**src/rtl/systolic_feeder_pkg.sv**
```systemverilog
// Shared definitions for the systolic feeder: default geometry, FSM states and the
// flush-length helper.
package systolic_pkg;

    localparam int DEF_LANES    = 8;
    localparam int DEF_DEPTH    = 8;
    localparam int FLUSH_CYCLES = DEF_LANES - 1;

    typedef enum logic [1:0] {
        LOAD,
        STREAM,
        FLUSH,
        DONE
    } feeder_state_e;

    // The last lane lags lane 0 by lanes-1 cycles, so the skew needs that many zero cycles to drain.
    function automatic int flush_cycles(input int lanes);
        return lanes - 1;
    endfunction

endpackage

```
**src/rtl/systolic_feeder_skew_delay_line.sv**
```systemverilog
// Fixed-length shift register for one lane of the skew stage. It carries a data bit and
// a window-valid bit in parallel, and the final stage is the output register.
module skew_delay_line #(
    parameter int DELAY = 1
) (
    input  logic clk,
    input  logic reset,
    input  logic din,
    input  logic vin,
    output logic dout,
    output logic vout
);

    logic [DELAY-1:0] dat_q, dat_d;
    logic [DELAY-1:0] vld_q, vld_d;

    always_comb begin
        dat_d    = '0;
        vld_d    = '0;
        dat_d[0] = din;
        vld_d[0] = vin;
        for (int i = 1; i < DELAY; i++) begin
            dat_d[i] = dat_q[i-1];
            vld_d[i] = vld_q[i-1];
        end
    end

    always_ff @(posedge clk) begin
        if (reset) begin
            dat_q <= '0;
            vld_q <= '0;
        end else begin
            dat_q <= dat_d;
            vld_q <= vld_d;
        end
    end

    assign dout = dat_q[DELAY-1];
    assign vout = vld_q[DELAY-1];

endmodule

```
**src/rtl/systolic_feeder.sv**
```systemverilog
// Buffers a tile of row words and replays it diagonally skewed into the systolic array.
//   state  | meaning
//   LOAD   | accept rows until the tile is full, or until go arrives with at least one row
//   STREAM | present rows 0..DEPTH-1 to the skew stage, with zeros for rows that were never loaded
//   FLUSH  | present zeros while the skewed tail drains (LANES-1 cycles)
//   DONE   | last skewed bit is on array_out, so pulse done and clear the counters
module systolic_feeder
    import systolic_pkg::*;
#(
    parameter int LANES = DEF_LANES,
    parameter int DEPTH = DEF_DEPTH
) (
    input  logic             clk,
    input  logic             reset,
    input  logic [LANES-1:0] in_data,
    input  logic             in_valid,
    output logic             in_ready,
    input  logic             go,
    output logic [LANES-1:0] array_out,
    output logic [LANES-1:0] lane_valid,
    output logic             busy,
    output logic             done
);

    localparam int CW = $clog2(DEPTH + 1);
    localparam int AW = (DEPTH > 1) ? $clog2(DEPTH) : 1;
    localparam int TW = $clog2(LANES + 1);
    localparam logic [CW-1:0] DEPTH_C    = CW'(DEPTH);
    localparam logic [CW-1:0] LAST_ROW   = CW'(DEPTH - 1);
    localparam logic [TW-1:0] FLUSH_LOAD = TW'(flush_cycles(LANES) - 1);

    feeder_state_e    state_q, state_d;
    logic [CW-1:0]    wr_cnt_q, wr_cnt_d, wr_next;
    logic [CW-1:0]    rd_cnt_q, rd_cnt_d;
    logic [TW-1:0]    tmr_q, tmr_d;
    logic [LANES-1:0] row_q [DEPTH];
    logic [LANES-1:0] row_d [DEPTH];
    logic             in_ready_q, in_ready_d;
    logic             busy_q, busy_d;
    logic             done_q, done_d;
    logic             accept;
    logic [LANES-1:0] feed_bits;
    logic             feed_valid;

    always_comb begin
        accept     = (state_q == LOAD) && in_valid && in_ready_q;
        wr_next    = wr_cnt_q + CW'(accept);
        state_d    = state_q;
        wr_cnt_d   = wr_next;
        rd_cnt_d   = rd_cnt_q;
        tmr_d      = tmr_q;
        row_d      = row_q;
        feed_bits  = '0;
        feed_valid = 1'b0;
        if (accept) begin
            row_d[wr_cnt_q[AW-1:0]] = in_data;
        end
        unique case (state_q)
            LOAD: begin
                // A write landing in the same cycle as go is part of the tile.
                if ((wr_next == DEPTH_C) || (go && (wr_next != '0))) begin
                    state_d  = STREAM;
                    rd_cnt_d = '0;
                end
            end
            STREAM: begin
                feed_valid = 1'b1;
                feed_bits  = (rd_cnt_q < wr_cnt_q) ? row_q[rd_cnt_q[AW-1:0]] : '0;
                rd_cnt_d   = rd_cnt_q + CW'(1);
                if (rd_cnt_q == LAST_ROW) begin
                    state_d = FLUSH;
                    tmr_d   = FLUSH_LOAD;
                end
            end
            FLUSH: begin
                if (tmr_q == '0) begin
                    state_d = DONE;
                end else begin
                    tmr_d = tmr_q - TW'(1);
                end
            end
            DONE: begin
                state_d  = LOAD;
                wr_cnt_d = '0;
                rd_cnt_d = '0;
            end
            default: state_d = LOAD;
        endcase
        in_ready_d = (state_d == LOAD) && (wr_cnt_d < DEPTH_C);
        busy_d     = (state_d != LOAD);
        done_d     = (state_d == DONE);
    end

    always_ff @(posedge clk) begin
        if (reset) begin
            state_q    <= LOAD;
            wr_cnt_q   <= '0;
            rd_cnt_q   <= '0;
            tmr_q      <= '0;
            in_ready_q <= 1'b1;
            busy_q     <= 1'b0;
            done_q     <= 1'b0;
            for (int i = 0; i < DEPTH; i++) begin
                row_q[i] <= '0;
            end
        end else begin
            state_q    <= state_d;
            wr_cnt_q   <= wr_cnt_d;
            rd_cnt_q   <= rd_cnt_d;
            tmr_q      <= tmr_d;
            in_ready_q <= in_ready_d;
            busy_q     <= busy_d;
            done_q     <= done_d;
            row_q      <= row_d;
        end
    end

    for (genvar j = 0; j < LANES; j++) begin : g_lane
        skew_delay_line #(
            .DELAY(j + 1)
        ) u_dly (
            .clk  (clk),
            .reset(reset),
            .din  (feed_bits[j]),
            .vin  (feed_valid),
            .dout (array_out[j]),
            .vout (lane_valid[j])
        );
    end

    assign in_ready = in_ready_q;
    assign busy     = busy_q;
    assign done     = done_q;

endmodule
```
**config.mk**
```make
export PLATFORM = sky130hd
export DESIGN_NAME = systolic_feeder
export DESIGN_NICKNAME = d
export VERILOG_FILES = /design/src/rtl/systolic_feeder_pkg.sv /design/src/rtl/systolic_feeder_skew_delay_line.sv /design/src/rtl/systolic_feeder.sv
export SDC_FILE = /design/constraint.sdc
export NUM_CORES = 1
export LEC_CHECK = 0
export CORE_ASPECT_RATIO = 1.2
export CORE_UTILIZATION = 55
export DETAILED_ROUTE_END_ITERATION = 16
export GPL_ROUTABILITY_DRIVEN = 1
export PLACE_DENSITY = 0.74
export SETUP_SLACK_MARGIN = 0.4
export SLEW_MARGIN = 30
export SYNTH_ARGS = -nofsm -noshare
export SYNTH_HDL_FRONTEND = slang
export SYNTH_HIERARCHICAL = 1
export SYNTH_SLANG_ARGS = --single-unit
```
**constraint.sdc**
```tcl
create_clock -name clk -period 3.1 [get_ports clk]
set_input_delay 0.62 -clock clk [delete_from_list [all_inputs] [get_ports clk]]
set_output_delay 0.62 -clock clk [all_outputs]
set_load 0.02 [all_outputs]
```
==> out/results.ini, run 1 <==
[global_routing]
grt_max_degree = 72
grt_pass1_wl_um = 16500
antenna_found_initial = 0
gr-total-overflow = 0
grt_use_total_pct = 20.0
grt_pass1_vias = 3436

[timing]
clock.fmax_ghz = 0.397
maxSlewHeadroom_pct = 46.2
setup_viol = 0
slew_violations = 0
tns_ps = 0
hold_viol_final = 0
rsz0062_at_grt = false
whs_ps = 432
worst_pin_slew_ps = 806
skew_ps = 9.39
post-route-min-period_ps = 2520
period_share_pct = 81.2

[setup_path]
critPathArrivalTime_ps = 2820
required_ps = 3400
start_kind = register
path_class = reg2reg
cp_max_fo = 12
r2r_slack_ps = 580
end_kind = register

[routing]
vias_per_cell = 5.37
wire_per_inst_um = 14.6
drc = 0
wirelength_um = 9940
final_antenna_net_count = 0
drt_iter0_drc = 147
drt_first_pass_iters = 4
dr_total_vias = 3663

[finish]
drive_above_1_share_pct = 19.2
layout_common_cells = 152 x dfxtp_1, 69 x nor2_1, 64 x mux2i_1
num_antenna_cells = 0
syn2layout_area_growth_pct = 17.4
n_fill_cell = 742
stdcell_count = 682
nNetsFinal = 562
final_common_cell = dfxtp_1

[pwr]
power.share.sequential_pct = 43.4
p_sw_share_pct = 26.8
cellLeakagePower_uw = 0.00274
netSwitchingPower_uw = 1390
pwr-share-clk_pct = 41.6
p_per_area_nw_per_um2 = 757
ir_drop_v = 0.000392
combPwrFrac_pct = 15.0
internal_power_uw = 3790

[yosys]
async_reset_ff_share_pct = 0
syn_inst = 515
ys.flop_type = dfxtp_1
synth_top_family_by_area = simple AND/OR/NAND/NOR gates
seq_area_frac_synth_pct = 52.6
syn_nets = 534
ys_warn_count = 6
yosys.area_share.simple_pct = 20.8
syn_avg_cell_area_um2 = 11.3
synth-xor-area-share_pct = 0.602
yosys_register_bits = 153
synth_adder_area_share_pct = 1.50
synth_edf_count = 0
yosysUniqueCellTypes = 46
synth_area_um2 = 5820
synth_compound_area_share_pct = 3.37
synth_mux_area_share_pct = 17.4

[clocking]
htreeDepth = 4
cts_tree = done
cts_root_buf = clkbuf_16
clock_path_buffers = 2
cts_buffers = 17
clkSinkCount = 153
cts.reportedPaths.clkPinSlew_ps = 60
post_cts_buffers = 0
insertion_delay_ps = 420

[floorplan]
fp.coreArea_um2 = 10200
start_util_pct = 57.3
die_h_um = 115
die_x_um = 95.9
rows = 40
die-area_um2 = 11000
io_pins = 31

[placement]
gp_congestion = 0.732
dp.cells = 650
portBuffers = 30
dpl.hpwl_um = 6210

[min_path]
min_path_type = reg2reg

[run_status]
status = completed

[flow_run]
max_cap_viol_count = 0

-- routing by layer --
metal | GRT usage, % | share of wire [%] | wire [um]
met3 | 6.57 | 3.9 | 384
met4 | 6.27 | 1.0 | 102
met2 | 33.5 | 51 | 5080
met1 | 24.3 | 44 | 4370
met5 | 0 | 0 | 0
-- state kept, by name, summed over array words and instances, names as in the netlist --
| name | count |
|---|---|
| row_q | 64 |
| g_lane.u_dly/dat_q | 35 |
| g_lane.u_dly/vld_q | 35 |
| rd_cnt_q | 4 |
| tmr_q | 4 |
| wr_cnt_q | 4 |
| state_q | 2 |
| busy | 1 |
| done | 1 |
| g_lane.u_dly/dout | 1 |
| g_lane.u_dly/vout | 1 |
| in_ready | 1 |
-- critical path: stages, from the launching register on --
cell	delay [ps]
dfxtp_1	540
nand4bb_1	250
inv_2	100
ha_1	200
ha_1	190
xor2_1	170
nor3_1	260
mux2_2	430
o41ai_1	270
-- synth_stat cells, types with 2 or more instances --
| cell type | instances | area (um2) |
|---|---|---|
| and2b_2 | 8 | 70.1 |
| and2b_1 | 3 | 22.5 |
| buf_6 | 6 | 67.6 |
| or4bb_1 | 2 | 22.5 |
| a211oi_1 | 2 | 15.0 |
| nor3_1 | 5 | 25.0 |
| a21oi_1 | 12 | 60.1 |
| o41ai_1 | 5 | 43.8 |
| nor2b_1 | 37 | 231 |
| ha_1 | 7 | 87.6 |
| nor2_1 | 69 | 259 |
| xor2_1 | 2 | 17.5 |
| nor2b_4 | 2 | 27.5 |
| nand3_1 | 3 | 15.0 |
| inv_1 | 8 | 30.0 |
| mux4_2 | 16 | 360 |
| nand2b_1 | 3 | 18.8 |
| a31oi_1 | 4 | 25.0 |
| nor3b_1 | 2 | 15.0 |
| and2_1 | 5 | 31.3 |
| clkbuf_1 | 18 | 67.6 |
| nor4_4 | 4 | 85.1 |
| nand4_2 | 4 | 50.1 |
| buf_2 | 6 | 30.0 |
| xnor2_1 | 2 | 17.5 |
| inv_2 | 2 | 7.51 |
| mux2i_1 | 64 | 641 |
| nand2_1 | 20 | 75.1 |
| nor2b_2 | 25 | 219 |
| dfxtp_1 | 153 | 3060 |
-- final timing paths --
path / start / end / cells past startpoint
setup / recovery: state_q[1] / rd_cnt_q[0] / 8
hold / removal: g_lane[7].u_dly/vld_q[4] / g_lane[7].u_dly/vld_q[5] / 1
setup reg to reg: state_q[1] / rd_cnt_q[0] / 8
hold reg to reg: g_lane[7].u_dly/vld_q[4] / g_lane[7].u_dly/vld_q[5] / 1
-- per-stage QoR --
stage | cell area, um2 | util (%) | worst slack [ps] | total power [uW]
finish | 6830 | 67.3 | 583 | 5170
CTS | 6830 | 67.2 | 522 | 5220
detailed placement | 6200 | 61.0 | 221 | 3060
global route | 6830 | 67.3 | 432 | 5390
floorplan | 5820 | - | 689 | 2860
global placement | 6200 | 61.0 | 250 | 3030
-- what timing repair did --
item,4_1_cts,5_1_grt
gates resized for setup,0,1
hold buffers,0,0
endpoints found under the setup margin,0,1
-- final cells by class --
class / count / area (um2) / area share, %
well taps: 126 / 158 / 2.31
clock inverters: 14 / 206 / 3.02
inverters: 12 / 47.5 / 0.696
flip-flops and latches: 153 / 3060 / 44.8
clock buffers: 18 / 429 / 6.28
repair buffers: 40 / 385 / 5.64
multi-input cells: 319 / 2540 / 37.2
-- logic make-up after synthesis --
group | Yosys count
multiplexers | 81
buffers and inverters | 43
AO/OA/AOI/OAI | 30
adder cells (fa/ha/maj) | 7
AND/OR/NAND/NOR | 197
XOR/XNOR | 4
flip-flops | 153
-- power groups by stage --
| stage | clock [uW] | combinational (uW) | sequential, uW |
|---|---|---|---|
| after floorplan | 0 | 646 | 2220 |
| after CTS | 2190 | 784 | 2240 |
| after detailed placement | 0 | 774 | 2290 |
| after global routing | 2290 | 837 | 2270 |
| final | 2150 | 775 | 2250 |
| after global placement | 0 | 757 | 2280 |
No activity file was read; power rests on OpenSTA's default activity.
==> inputs of run 2 (changes only) <==
CORE_UTILIZATION = 54   (was 55)
PLACE_DENSITY = 0.76   (was 0.74)
clock period = 2.3 ns   (was 3.1 ns; I/O delays follow)
==> out/results.ini, run 2 (synthesis results as in run 1) <==
[timing]
setup_slack_ps = 224  ; -359 ps
maxSlewHeadroom_pct = 64.7  ; +18 points
rsz0062_at_grt = true
post-route-min-period_ps = 2080  ; -441 ps
clock.fmax_ghz = 0.482  ; +21%
skew_ps = 9.30  ; -0.0817 ps
slew_violations = 0  ; unchanged
hold_viol_final = 0  ; unchanged
worst_pin_slew_ps = 530  ; -276 ps
period_share_pct = 90.3  ; +9.1 points
setup_viol = 0  ; unchanged

[finish]
num_antenna_cells = 0  ; unchanged
largest_reg_flops = 64  ; unchanged
layout_common_cells = 149 x dfxtp_1, 69 x nor2_1, 62 x mux2i_1
largestRegisters = row_q (64), g_lane.u_dly/dat_q (35), g_lane.u_dly/vld_q (35)
nNetsFinal = 587  ; +4.4%
final_common_cell = dfxtp_1
top_register = row_q
syn2layout_area_growth_pct = 23.2
fin_util_pct = 68.2  ; +0.97 points
drive_above_1_share_pct = 25.3  ; +6.1 points

[clocking]
htreeDepth = 4  ; unchanged
cts_tree = done
insertion_delay_ps = 410  ; about the same
clock_path_buffers = 2  ; unchanged
cts_buffers = 17  ; unchanged
hold_buffers = 0  ; unchanged
clkSinkCount = 153  ; unchanged
cts_root_buf = clkbuf_16
cts.reportedPaths.clkPinSlew_ps = 60  ; about the same

[pwr]
combPwrFrac_pct = 21.0  ; +6.0 points
power.share.sequential_pct = 41.1  ; -2.3 points
cellLeakagePower_uw = 0.00291  ; +6.0%
ir_drop_v = 0.000598  ; +52%
internal_power_uw = 5290  ; +40%
p_per_area_nw_per_um2 = 1010  ; +33%
netSwitchingPower_uw = 1930  ; +39%
p_sw_share_pct = 26.7  ; -0.096 points
pwr-share-clk_pct = 37.8  ; -3.8 points

[global_routing]
grt_use_total_pct = 20.1  ; +0.022 points
grt_max_degree = 50  ; -31%
grt_pass1_wl_um = 17600  ; +6.6%
antenna_found_initial = 0  ; unchanged
grt_pass1_vias = 3715  ; +8.1%
gr-total-overflow = 0  ; unchanged

[floorplan]
rows = 41  ; +2.5%
die_x_um = 96.8  ; +0.90%
start_util_pct = 55.4  ; -1.9 points
fp.coreArea_um2 = 10500  ; +3.5%
io_pins = 31  ; unchanged
die_h_um = 116  ; +0.90%
die-area_um2 = 11200  ; +1.8%

[min_path]
min_path_type = reg2reg

[run_status]
status = completed

[setup_path]
crit_path_top_delay_cell = mux2_4
required_ps = 2600  ; -800 ps
path_cells = nand4bb_4 > inv_8 > ha_4 > ha_4 > xor2_2 > nor3_2 > mux2_4 > o31a_1
r2r_slack_ps = 220  ; -360 ps
end_kind = register
cp_max_fo = 6  ; -6
crit_path_max_incr_delay_ps = 370  ; -170 ps
start_kind = register
critPathArrivalTime_ps = 2380  ; -440 ps
path_class = reg2reg
crit_top_cell = ha_4

[placement]
portBuffers = 30  ; unchanged
place_ws_ps = -289  ; -510 ps
dpl.hpwl_um = 6590  ; +6.1%
gp_congestion = 0.775  ; +6.0%

[routing]
wire_per_inst_um = 14.9  ; +2.6%
drt_first_pass_iters = 6  ; +2
final_antenna_net_count = 0  ; unchanged
dr_total_vias = 3731  ; +1.9%
vias_per_cell = 5.25  ; -2.2%
drt_iter0_drc = 150  ; +2.0%
drc = 0  ; unchanged
wirelength_um = 10600  ; +6.8%

[flow_run]
max_cap_viol_count = 0  ; unchanged

[run 2: cell count changes in the layout (fill, tap and decap cells not counted), moves of 3 or more]
cell / delta
buf_6: +7
clkinv_2: +3
dfxtp_1: -3
o41ai_2: +4
buf_12: +4
buf_4: +13
o41ai_1: -4
dfxtp_2: +3
[run 2: stage by stage]
stage               cell area, um2  setup TNS, ps  hold slack (ps)  total power, uW  std cells
floorplan                     5860              0              411             3910        515
global placement              6410          -1160              413             4280        669
detailed placement            6410          -1580              418             4330        669
CTS                           7080              0              432             7140        707
global route                  7170              0              448             7510        710
finish                        7170              0              428             7210        710
[run 2: layout make-up]
cell class | count | area, um2
Clock buffer | 19 | 453
Clock inverter | 13 | 144
Fill cell | 730 | 3340
Inverter | 12 | 55.1
Multi-Input combinational cell | 319 | 2640
Sequential cell | 153 | 3070
Tap cell | 129 | 161
Timing Repair Buffer | 65 | 656
[run 2: power groups by stage]
stage	logic, uW	registers [uW]	clock network, uW
4_1_cts	1400	2960	2780
5_1_grt	1620	2990	2900
3_3_place_gp	1280	3000	0
6_report	1520	2970	2730
3_5_place_dp	1320	3010	0
2_1_floorplan	920	2990	0
[run 2: per-layer routing]
metal | vias to the layer above | global-route usage [%] | part of all wire, %
met4 | 0 | 9.35 | 2.1
met2 | 58 | 35.9 | 52
met3 | 15 | 4.70 | 2.6
met5 | - | 0 | 0
met1 | 1806 | 22.8 | 44
li1 | 1852 | - | -
[run 2: worst max-delay path, delay by kind of cell, from the launching register on]
| kind | cells | cell delay (ps) |
|---|---|---|
| and+or+nand+nor | 2 | 450 |
| adders and majority gates | 2 | 320 |
| DFF | 1 | 330 |
| xor gates and xnor gates | 1 | 170 |
| buffers and inverters | 1 | 40 |
| AOI/OAI and AO/OA | 1 | 280 |
| muxes | 1 | 370 |
[run 2: timing repair]
action / CTS / global route
gates cloned: 0 / 0
endpoints found under the setup margin: 7 / 47
gates resized for setup: 6 / 18
buffers inserted: 6 / 3
pin swaps: 1 / 4
[run 2: final timing paths]
kind / start / to / cells past startpoint
max: state_q[1] / busy / 8
min: g_lane[6].u_dly/vld_q[5] / g_lane[6].u_dly/vld_q[6] / 1
max reg2reg: state_q[1] / busy / 8
min reg2reg: g_lane[6].u_dly/vld_q[5] / g_lane[6].u_dly/vld_q[6] / 1
